[config.mk]
export PLATFORM = sky130hd
export DESIGN_NAME = motor_ramp_ctrl
export DESIGN_NICKNAME = d
export VERILOG_FILES = /design/src/rtl/motor_ramp_ctrl.sv
export SDC_FILE = /design/constraint.sdc
export NUM_CORES = 1
export LEC_CHECK = 0
export ABC_AREA = 1
export BUFFER_PORTS_ARGS = -buffer_cell sky130_fd_sc_hd__buf_4
export CAP_MARGIN = 20
export CORE_MARGIN = 10
export CORE_UTILIZATION = 40
export CTS_CLUSTER_SIZE = 30
export DETAILED_ROUTE_END_ITERATION = 12
export GPL_ROUTABILITY_DRIVEN = 0
export GPL_TIMING_DRIVEN = 0
export MAX_ROUTING_LAYER = met4
export PLACE_DENSITY = 0.58
export SYNTH_ARGS = -nofsm -noshare
export SYNTH_HDL_FRONTEND = slang
export SYNTH_SLANG_ARGS = --single-unit
[constraint.sdc]
create_clock -name clk -period 2.91 [get_ports clk]
set_input_delay 0.582 -clock clk [delete_from_list [all_inputs] [get_ports clk]]
set_output_delay 0.582 -clock clk [all_outputs]
set_load 0.05 [all_outputs]
[src/rtl/motor_ramp_ctrl.sv]
// rtl/motor_ramp_ctrl.sv - soft-start / reversal speed ramp for the motor PWM stage
// Slews speed toward the effective target once per tick; reversals pass through zero and a dead time.
module motor_ramp_ctrl #(
    parameter int STEP_DIV    = 1024,
    parameter int STEP        = 4,
    parameter int DEAD_CYCLES = 256
) (
    input  logic       clk,
    input  logic       rst,
    input  logic       enable,
    input  logic [7:0] target,
    input  logic       target_dir,
    input  logic       brake,
    output logic [7:0] speed,
    output logic       dir,
    output logic       at_target
);

    localparam int CW = (STEP_DIV > 1) ? $clog2(STEP_DIV) : 1;
    localparam int DW = (DEAD_CYCLES > 1) ? $clog2(DEAD_CYCLES) : 1;
    localparam logic [CW-1:0] CNT_MAX   = CW'(STEP_DIV - 1);
    localparam logic [DW-1:0] DEAD_LOAD = DW'(DEAD_CYCLES - 1);
    localparam logic [8:0]    STEP9     = 9'(STEP);

    typedef enum logic [1:0] {RUN, REVERSE, DEAD, BRAKE} state_t;

    state_t        state_q, state_d;
    logic [CW-1:0] cnt_q, cnt_d;
    logic [DW-1:0] dead_q, dead_d;
    logic [7:0]    speed_q, speed_d;
    logic          dir_q, dir_d;
    logic          at_target_q, at_target_d;

    logic       tick;
    logic [7:0] eff_target;
    logic [8:0] up9, dn9;
    logic [7:0] ramp_up, ramp_dn, ramp_zero;

    always_comb begin
        tick       = (cnt_q == CNT_MAX);
        cnt_d      = tick ? '0 : cnt_q + 1'b1;
        eff_target = enable ? target : 8'd0;
        // 9-bit sums: bit 8 flags overflow above 255 or borrow below 0
        up9        = {1'b0, speed_q} + STEP9;
        dn9        = {1'b0, speed_q} - STEP9;
        ramp_up    = (up9 > {1'b0, eff_target}) ? eff_target : up9[7:0];
        ramp_dn    = (dn9[8] || (dn9[7:0] < eff_target)) ? eff_target : dn9[7:0];
        ramp_zero  = dn9[8] ? 8'd0 : dn9[7:0];
    end

    always_comb begin
        state_d     = state_q;
        speed_d     = speed_q;
        dir_d       = dir_q;
        dead_d      = dead_q;
        at_target_d = (state_q == RUN) && (speed_q == eff_target) && (dir_q == target_dir);
        if (brake) begin
            state_d = BRAKE;
            speed_d = 8'd0;
        end else begin
            case (state_q)
                RUN: begin
                    if (target_dir != dir_q) begin
                        if (speed_q != 8'd0) begin
                            state_d = REVERSE;
                        end else begin
                            state_d = DEAD;
                            dead_d  = DEAD_LOAD;
                        end
                    end else if (tick) begin
                        if (speed_q < eff_target) begin
                            speed_d = ramp_up;
                        end else if (speed_q > eff_target) begin
                            speed_d = ramp_dn;
                        end
                    end
                end
                REVERSE: begin
                    if (target_dir == dir_q) begin
                        state_d = RUN;
                    end else if (tick) begin
                        speed_d = ramp_zero;
                        if (ramp_zero == 8'd0) begin
                            state_d = DEAD;
                            dead_d  = DEAD_LOAD;
                        end
                    end
                end
                DEAD: begin
                    speed_d = 8'd0;
                    if (dead_q == '0) begin
                        state_d = RUN;
                        dir_d   = target_dir;
                    end else begin
                        dead_d = dead_q - 1'b1;
                    end
                end
                BRAKE: begin
                    // brake just released: the full dead time applies before any direction commit
                    speed_d = 8'd0;
                    state_d = DEAD;
                    dead_d  = DEAD_LOAD;
                end
                default: state_d = RUN;
            endcase
        end
    end

    always_ff @(posedge clk or posedge rst) begin
        if (rst) begin
            state_q     <= RUN;
            cnt_q       <= '0;
            dead_q      <= '0;
            speed_q     <= 8'd0;
            dir_q       <= 1'b0;
            at_target_q <= 1'b0;
        end else begin
            state_q     <= state_d;
            cnt_q       <= cnt_d;
            dead_q      <= dead_d;
            speed_q     <= speed_d;
            dir_q       <= dir_d;
            at_target_q <= at_target_d;
        end
    end

    assign speed     = speed_q;
    assign dir       = dir_q;
    assign at_target = at_target_q;

endmodule
==> out/qor.csv, run 1 <==
metric,value,unit
Reg2Reg Setup Slack,0.30,ns
Worst Reg-to-Reg Cells,16,
synth warn,0,
final worst slack,0.299,ns
PortBufs,21,
global route overflow,0,
sequential cell area fraction in the yosys report,0.272,
"Cell Area, Placed",0.00305,mm2
Vias,2456,
Vias/cell,4.89,
initial antenna violation count,0,
Tot GR Track Use,0.127,
violation count after the first detailed-route iteration,112,
Area Overhead vs Synth,15.3,%
Pwr Density,1020,mW/mm2
Clock Sink Count,30,
Die W,103,um
Total Die Area,0.0106,mm2
fmax,383,MHz
crit path DAT,2.78,ns
vias in the first global route,2220,
final core occ,0.471,
CP startpoint,speed[2],
Place WS,0.0236,ns
layout cell share with drive strength beyond 1,0.211,
total CTS buffers,5,
outcome,"complete, no violations",
Mean Syn Cell Area,7.10,um2
P_leak,1.65,nW
Ports,23,
Post-DP HPWL,5060,um
RSZ-0062 raised after global routing,no,
final cycle utilization of the critical path,0.897,
Row Count,30,
DRC Markers,0,
DRT Pass-1 Iters,4,
CTS tree,yes,
element type at the critical path start,flip-flop,
Starting Density,0.409,
Clock Pin Slew Worst Setup and Hold Paths,0.06,ns
syn nets,427,
Root Driver,clkbuf_8,
crit end category,flip-flop,
design area,0.00318,mm2
Post-Route WL,6290,um
worst-path fanout max,7,
pins over their slew limit,0,
first-pass GRT wire length,10500,um
R2R Path End,speed[1],
Fin Setup TNS,0,ns
chip height,103,um
Max VDD drop,0.000484,V
worst-margin pin slew,0.712,ns
Core Region,0.00676,mm2
max_cap viols,0,
CP Capture Point,speed[1],
Mapped Area,0.00276,mm2
fin crit period,2.61,ns
Setup Skew,0.00516,ns
Final nets,459,
Syn Inst Count,389,
Clock Latency Late Sink,0.27,ns
Final Hold Fails,0,
Inserted Diodes,0,
max_slew headroom,0.525,
htree depth,2,
Seq cells post-synth,30,
"antenna viol nets, final",0,
Hold Crit Class,in -> async,
CP required,3.08,ns
largest net degree at the start of global routing,18,
Yosys cell types,40,
CTS max path bufs,2,
drt wl/cell,12.5,um
Setup-failing EPs final,0,
critical path type,reg -> reg,
reg2reg start,speed[2],
-- worst min path at each step --
stage / depth (start not counted) / slack, ns / endpoint / start
global placement: 1 / 0.46 / cnt_q[8] / cnt_q[8]
CTS: 2 / 0.44 / dead_q[6] / rst
floorplan: 1 / 0.44 / cnt_q[8] / cnt_q[8]
finish: 2 / 0.42 / dir / rst
detailed placement: 1 / 0.47 / cnt_q[8] / cnt_q[8]
global route: 2 / 0.48 / dir / rst
-- cells in the final DEF (no fill, tap or decap), types with 8 or more instances in the layout --
cell type / netlist / routed
nand2_1: 105 / 105
nor2_1: 46 / 46
nand3_1: 38 / 38
inv_1: 34 / 33
dfrtp_1: 30 / 30
ha_1: 25 / 25
buf_4: 0 / 24
a21oi_1: 13 / 13
inv_2: 11 / 11
xor2_1: 8 / 8
o21ai_2: 8 / 8
clkbuf_8: 0 / 8
-- cells in the mapped netlist --
library cell	instances	area, um2
inv_1	34	128
and2_1	1	6.26
mux2_1	1	11.3
nand4_1	3	18.8
o21a_1	1	7.51
nand2_2	7	43.8
a211oi_2	1	12.5
a21o_1	1	7.51
buf_2	1	5.00
a21oi_1	13	65.1
a21oi_2	2	17.5
or2_1	2	12.5
xor2_1	8	70.1
a21boi_1	1	7.51
nor2_4	1	11.3
o21ai_2	8	70.1
a31oi_1	1	6.26
nor4_1	1	6.26
nor2_2	7	43.8
nor2_1	46	173
nand3_2	6	60.1
o31ai_1	1	7.51
ha_1	25	313
nand3b_1	3	22.5
nand3_1	38	190
nand2_1	105	394
dfrtp_1	30	751
nor3_1	2	10.0
o21ai_0	5	25.0
xnor2_2	1	16.3
xor2_2	2	32.5
clkbuf_1	1	3.75
o21ai_1	3	15.0
a21oi_4	1	16.3
buf_6	2	22.5
clkinv_1	1	3.75
xnor2_1	6	52.6
inv_2	11	41.3
o22ai_1	1	6.26
nand2_4	5	56.3
-- critical path, stage by stage (launching register included) --
cell and delay (ns):
dfrtp_1 0.51, clkinvlp_4 0.24, ha_1 0.37, ha_1 0.29
nand2_1 0.05, inv_1 0.11, nand3_1 0.09, nand2_1 0.11
nand2_1 0.10, nand2_4 0.09, nand2_4 0.07, nand2_4 0.10
nand2_4 0.07, a21oi_4 0.15, inv_2 0.05, nand2_1 0.05
nand2_1 0.05
-- registers in the layout (all words and copies together), names as in the netlist --
| name | cells |
|---|---|
| cnt_q | 10 |
| dead_q | 8 |
| speed | 8 |
| state_q | 2 |
| at_target | 1 |
| dir | 1 |
-- kinds of logic (layout without fill, tap and decap cells) --
family / count (synthesis) / in the layout / synth area share
simple gates: 227 / 227 / 0.380
buf+inv: 50 / 83 / 0.0738
compound gates: 39 / 39 / 0.0956
flops: 30 / 30 / 0.272
fa+ha+maj: 25 / 25 / 0.113
xor+xnor: 17 / 17 / 0.0620
mux: 1 / 1 / 0.00408
-- per-layer routing --
layer,vias up,wire length (um),part of all wire,GRT usage
met4,0,9,0.0014,0.0193
met2,31,2750,0.44,0.191
met1,1109,3250,0.52,0.174
met5,-,0,0,-
met3,2,278,0.044,0.0268
li1,1314,-,-,-
-- layout make-up --
cell class,count,area [um2]
well taps,80,100
clock buffers,8,110
fillers,711,3570
plain buffers,4,31.3
multi-input cells,309,1810
repair buffers,25,208
flip-flops and latches,30,751
inverters,46,176
-- what timing repair did --
item,CTS,global route
endpoints found under the setup margin,0,4
hold buffers,0,0
buffers inserted,0,3
resized for setup,0,1
-- stage by stage --
stage | std cells | hold WS, ns | power [W]
finish | 502 | 0.423 | 0.00324
global route | 502 | 0.483 | 0.00357
CTS | 499 | 0.441 | 0.00324
detailed placement | 491 | 0.466 | 0.00284
global placement | 490 | 0.459 | 0.00280
floorplan | 389 | 0.442 | 0.00239
-- where the power goes --
group          total (W)  internal [W]  switching [W]
clock network   0.000387      0.000238       0.000149
logic            0.00219      0.000798        0.00139
registers       0.000657      0.000518       0.000139
total            0.00324       0.00155        0.00168
Note: power is estimated with default switching activity, not from simulation.
==> run 2, diff against run 1 <==
Settings changed: PLACE_DENSITY 0.58 to not set, PLACE_DENSITY_LB_ADDON set to 0.3, SKIP_CTS_REPAIR_TIMING set to 1.
==> out/qor.csv, run 2 (synthesized netlist as in run 1, its figures left out) <==
metric,value,unit
outcome,"complete, no violations",
Reg2Reg Setup Slack,0.30,ns
drt wl/cell,12.3,um
max_slew headroom,0.544,
Worst Reg-to-Reg Cells,16,
Die W,103,um
Vias,2473,
htree depth,2,
Core Region,0.00676,mm2
Max VDD drop,0.000579,V
Hold Crit Class,in -> async,
DRC Markers,0,
final core occ,0.471,
CTS tree,yes,
violation count after the first detailed-route iteration,99,
P_leak,1.65,nW
Final nets,459,
crit path DAT,2.78,ns
"most common cell after layout, fill and taps aside",nand2_1,
Starting Density,0.409,
Fillers,678,
crit end category,flip-flop,
RSZ-0062 raised after global routing,no,
final worst slack,0.302,ns
Register Area,751,um2
final cycle utilization of the critical path,0.896,
fmax,383,MHz
Pwr Density,1020,mW/mm2
most frequent cells in the layout,"nand2_1, nor2_1, nand3_1",
chip height,103,um
Clock Pin Slew Worst Setup and Hold Paths,0.07,ns
CP startpoint,speed[2],
Setup-failing EPs final,0,
Fin Setup TNS,0,ns
largest net degree at the start of global routing,17,
Area Overhead vs Synth,15.2,%
global route overflow,0,
DRT Pass-1 Iters,4,
CTS max path bufs,2,
layout cell share with drive strength beyond 1,0.211,
Final Hold Fails,0,
fin crit period,2.61,ns
element type at the critical path start,flip-flop,
total CTS buffers,5,
Inserted Diodes,0,
Vias/cell,4.93,
Tot GR Track Use,0.129,
Post-Route WL,6160,um
design area,0.00318,mm2
Clock Sink Count,30,
Post-DP HPWL,4970,um
PortBufs,21,
Place WS,0.00538,ns
first-pass GRT wire length,10800,um
initial antenna violation count,0,
R2R Path End,speed[1],
vias in the first global route,2366,
Root Driver,clkbuf_8,
reg2reg start,speed[2],
multi-input logic area,0.00181,mm2
pins over their slew limit,0,
max reg flops,10,
max_cap viols,0,
Clock Latency Late Sink,0.28,ns
CP Capture Point,speed[1],
"antenna viol nets, final",0,
Setup Skew,0.00549,ns
worst-path fanout max,6,
worst-margin pin slew,0.684,ns
Total Die Area,0.0106,mm2
CP required,3.08,ns
Ports,23,
critical path type,reg -> reg,
"Most flops, register",cnt_q,
Row Count,30,
"Cell Area, Placed",0.00305,mm2
[run 2: per-layer routing]
| layer | up-vias | wire [um] | GRT usage |
|---|---|---|---|
| met5 | - | 0 | - |
| met4 | 0 | 30 | 0.0203 |
| met3 | 5 | 165 | 0.0261 |
| met2 | 20 | 2900 | 0.215 |
| met1 | 1136 | 3070 | 0.160 |
| li1 | 1312 | - | - |
[run 2: layout make-up]
class,instances,area share
plain buffers,4,0.00983
clock buffers,5,0.0216
clock inverters,3,0.0126
inverters,46,0.0554
multi-input cells,309,0.568
flip-flops and latches,30,0.236
well taps,80,0.0314
repair buffers,25,0.0653
[run 2: through the flow]
step / instances / hold slack, ns / total power (W)
after detailed placement: 491 / 0.471 / 0.00282
after CTS: 499 / 0.424 / 0.00324
after global routing: 502 / 0.470 / 0.00358
final: 502 / 0.407 / 0.00325
after global placement: 490 / 0.460 / 0.00278
after floorplan: 389 / 0.442 / 0.00239
[run 2: power breakdown]
group / internal (W) / total [W] / switching (W)
logic: 0.000798 / 0.00218 / 0.00138
clock network: 0.000252 / 0.000414 / 0.000162
registers: 0.000518 / 0.000654 / 0.000136
[run 2: how the worst min path moves through the flow]
stage,slack (ns),end,cells past startpoint,startpoint
final,0.41,dead_q[6],2,rst
after detailed placement,0.47,cnt_q[8],1,cnt_q[8]
after floorplan,0.44,cnt_q[8],1,cnt_q[8]
after global placement,0.46,cnt_q[8],1,cnt_q[8]
after global routing,0.47,dead_q[6],2,rst
after CTS,0.42,at_target,2,rst
[run 2: critical path: stages (launching register included)]
cell and delay, ns:
dfrtp_1 0.51, clkinvlp_4 0.23, ha_1 0.37, ha_1 0.29, nand2_1 0.05, inv_1 0.12, nand3_1 0.10, nand2_1 0.11
nand2_1 0.09, nand2_4 0.09, nand2_4 0.07, nand2_4 0.09, nand2_4 0.07, a21oi_4 0.15, inv_2 0.05, nand2_1 0.05
nand2_1 0.05
==> run 3, diff against run 2 <==
==> constraint.sdc (replaced) <==
create_clock -name clk -period 3.1 [get_ports clk]
set_input_delay 0.31 -clock clk [delete_from_list [all_inputs] [get_ports clk]]
set_output_delay 0.31 -clock clk [all_outputs]
set_load 0.05 [all_outputs]
==> out/qor.csv, run 3 (synthesized netlist as in run 1, its figures left out) <==
metric,value,unit
element type at the critical path start,flip-flop,
Fillers,682,
final cycle utilization of the critical path,0.854,
"Cell Area, Placed",0.00305,mm2
"Buf+Inv Stages, Crit Path",1,
Starting Density,0.409,
crit path DAT,2.82,ns
CTS tree,yes,
outcome,"complete, no violations",
largest net degree at the start of global routing,17,
critical path type,reg -> reg,
crit end category,flip-flop,
DRT Pass-1 Iters,4,
max_cap viols,0,
Clock Latency Late Sink,0.28,ns
"delay-heaviest family, CP",simple AND/OR/NAND/NOR gates,
CP startpoint,speed[2],
Area Overhead vs Synth,14.3,%
WHS,0.133,ns
crit-path most repeated cell,nand2_1,
drt wl/cell,12.3,um
design area,0.00316,mm2
global route overflow,0,
Core Region,0.00676,mm2
htree depth,2,
Row Count,30,
Vias/cell,4.98,
Root Driver,clkbuf_8,
met2 GRT Util,0.215,
Tot GR Track Use,0.129,
vias in the first global route,2366,
Setup-failing EPs final,0,
CTS max path bufs,2,
worst-path cell chain,inv_1 > ha_1 > nand3_2 > xnor2_2 > ha_1 > nand2_1 > nor2_1 > nand2_1 > a21boi_1 > nand2_2 > nand2_4 > o21ai_1 > nand3_1 > nand2_1,
Fin Setup TNS,0,ns
first-pass GRT wire length,10800,um
max_slew headroom,0.545,
largest stage delay on the critical path,0.46,ns
Total Die Area,0.0106,mm2
chip height,103,um
Max VDD drop,0.000544,V
violation count after the first detailed-route iteration,106,
Final nets,456,
Pwr Density,958,mW/mm2
Setup Skew,0.00541,ns
layout cell share with drive strength beyond 1,0.203,
max reg flops,10,
Vias,2487,
Final Hold Fails,0,
fin crit period,2.65,ns
fmax,378,MHz
Ports,23,
Post-Route WL,6130,um
Clock Sink Count,30,
P_leak,1.63,nW
Inserted Diodes,0,
CP required,3.28,ns
initial antenna violation count,0,
total CTS buffers,5,
DRC Markers,0,
Hold Crit Class,in -> async,
Tot Pwr,0.00302,W
"antenna viol nets, final",0,
Die W,103,um
Clock Pin Slew Worst Setup and Hold Paths,0.07,ns
pins over their slew limit,0,
PortBufs,21,
Post-DP HPWL,4970,um
GR Util met1,0.160,
Slowest cell on crit path,dfrtp_1,
worst-path fanout max,9,
RSZ-0062 raised after global routing,no,
reg2reg start,speed[2],
"Most flops, register",cnt_q,
"most common cell after layout, fill and taps aside",nand2_1,
worst-margin pin slew,0.682,ns
most frequent cells in the layout,"nand2_1, nor2_1, nand3_1",
met3 usage,0.0261,
GRT busiest layer,met2,
[run 3: changes by cell type in the layout (fill, tap and decap cells not counted), sizes merged]
cell,change
buf,-3
clkinvlp,-1
inv,+1
[run 3: through the flow]
stage                     worst slack, ns  cells  utilization
final                               0.453    499        0.467
after global routing                0.172    499        0.467
after detailed placement            0.455    491        0.451
after global placement              0.495    490        0.447
after floorplan                     0.468    389            -
after CTS                           0.443    499        0.467
[run 3: layout make-up]
class	instances	area [um2]	area share
multi-input combinational	309	1810	0.573
sequential	30	751	0.238
timing repair buffer	22	185	0.0587
inverter	46	173	0.0547
tap	80	100	0.0317
clock buffer	5	68.8	0.0218
clock inverter	3	40.0	0.0127
buffer	4	31.3	0.00991
[run 3: report_power, final]
group | switching (W) | total, W | internal [W] | leakage [nW]
Combinational | 0.00129 | 0.00202 | 0.000734 | 1.20
Clock | 0.000153 | 0.000389 | 0.000236 | 0.0579
Sequential | 0.000127 | 0.000613 | 0.000486 | 0.376
Total | 0.00157 | 0.00302 | 0.00146 | 1.63
[run 3: final timing paths]
path	end	slack [ns]	depth (start not counted)
worst max register to register	speed[0]	0.45	14
worst max-delay path	speed[0]	0.45	14
min in group clk	dir	0.26	2
worst min-delay path	dead_q[6]	0.13	2
max in group asynchronous	state_q[1]	2.45	3
worst min register to register	cnt_q[8]	0.47	1
[run 3: per-layer routing]
metal / routed length (um) / share of wire
met4: 27 / 0.0044
met2: 2890 / 0.47
met5: 0 / 0
met1: 3070 / 0.50
met3: 148 / 0.024
[run 3: worst register-to-register path, stage by stage (launching register included)]
cell,delay [ns]
dfrtp_1,0.46
inv_1,0.32
ha_1,0.32
nand3_2,0.11
xnor2_2,0.16
ha_1,0.28
nand2_1,0.06
nor2_1,0.10
nand2_1,0.07
a21boi_1,0.20
nand2_2,0.14
nand2_4,0.12
o21ai_1,0.07
nand3_1,0.08
nand2_1,0.05
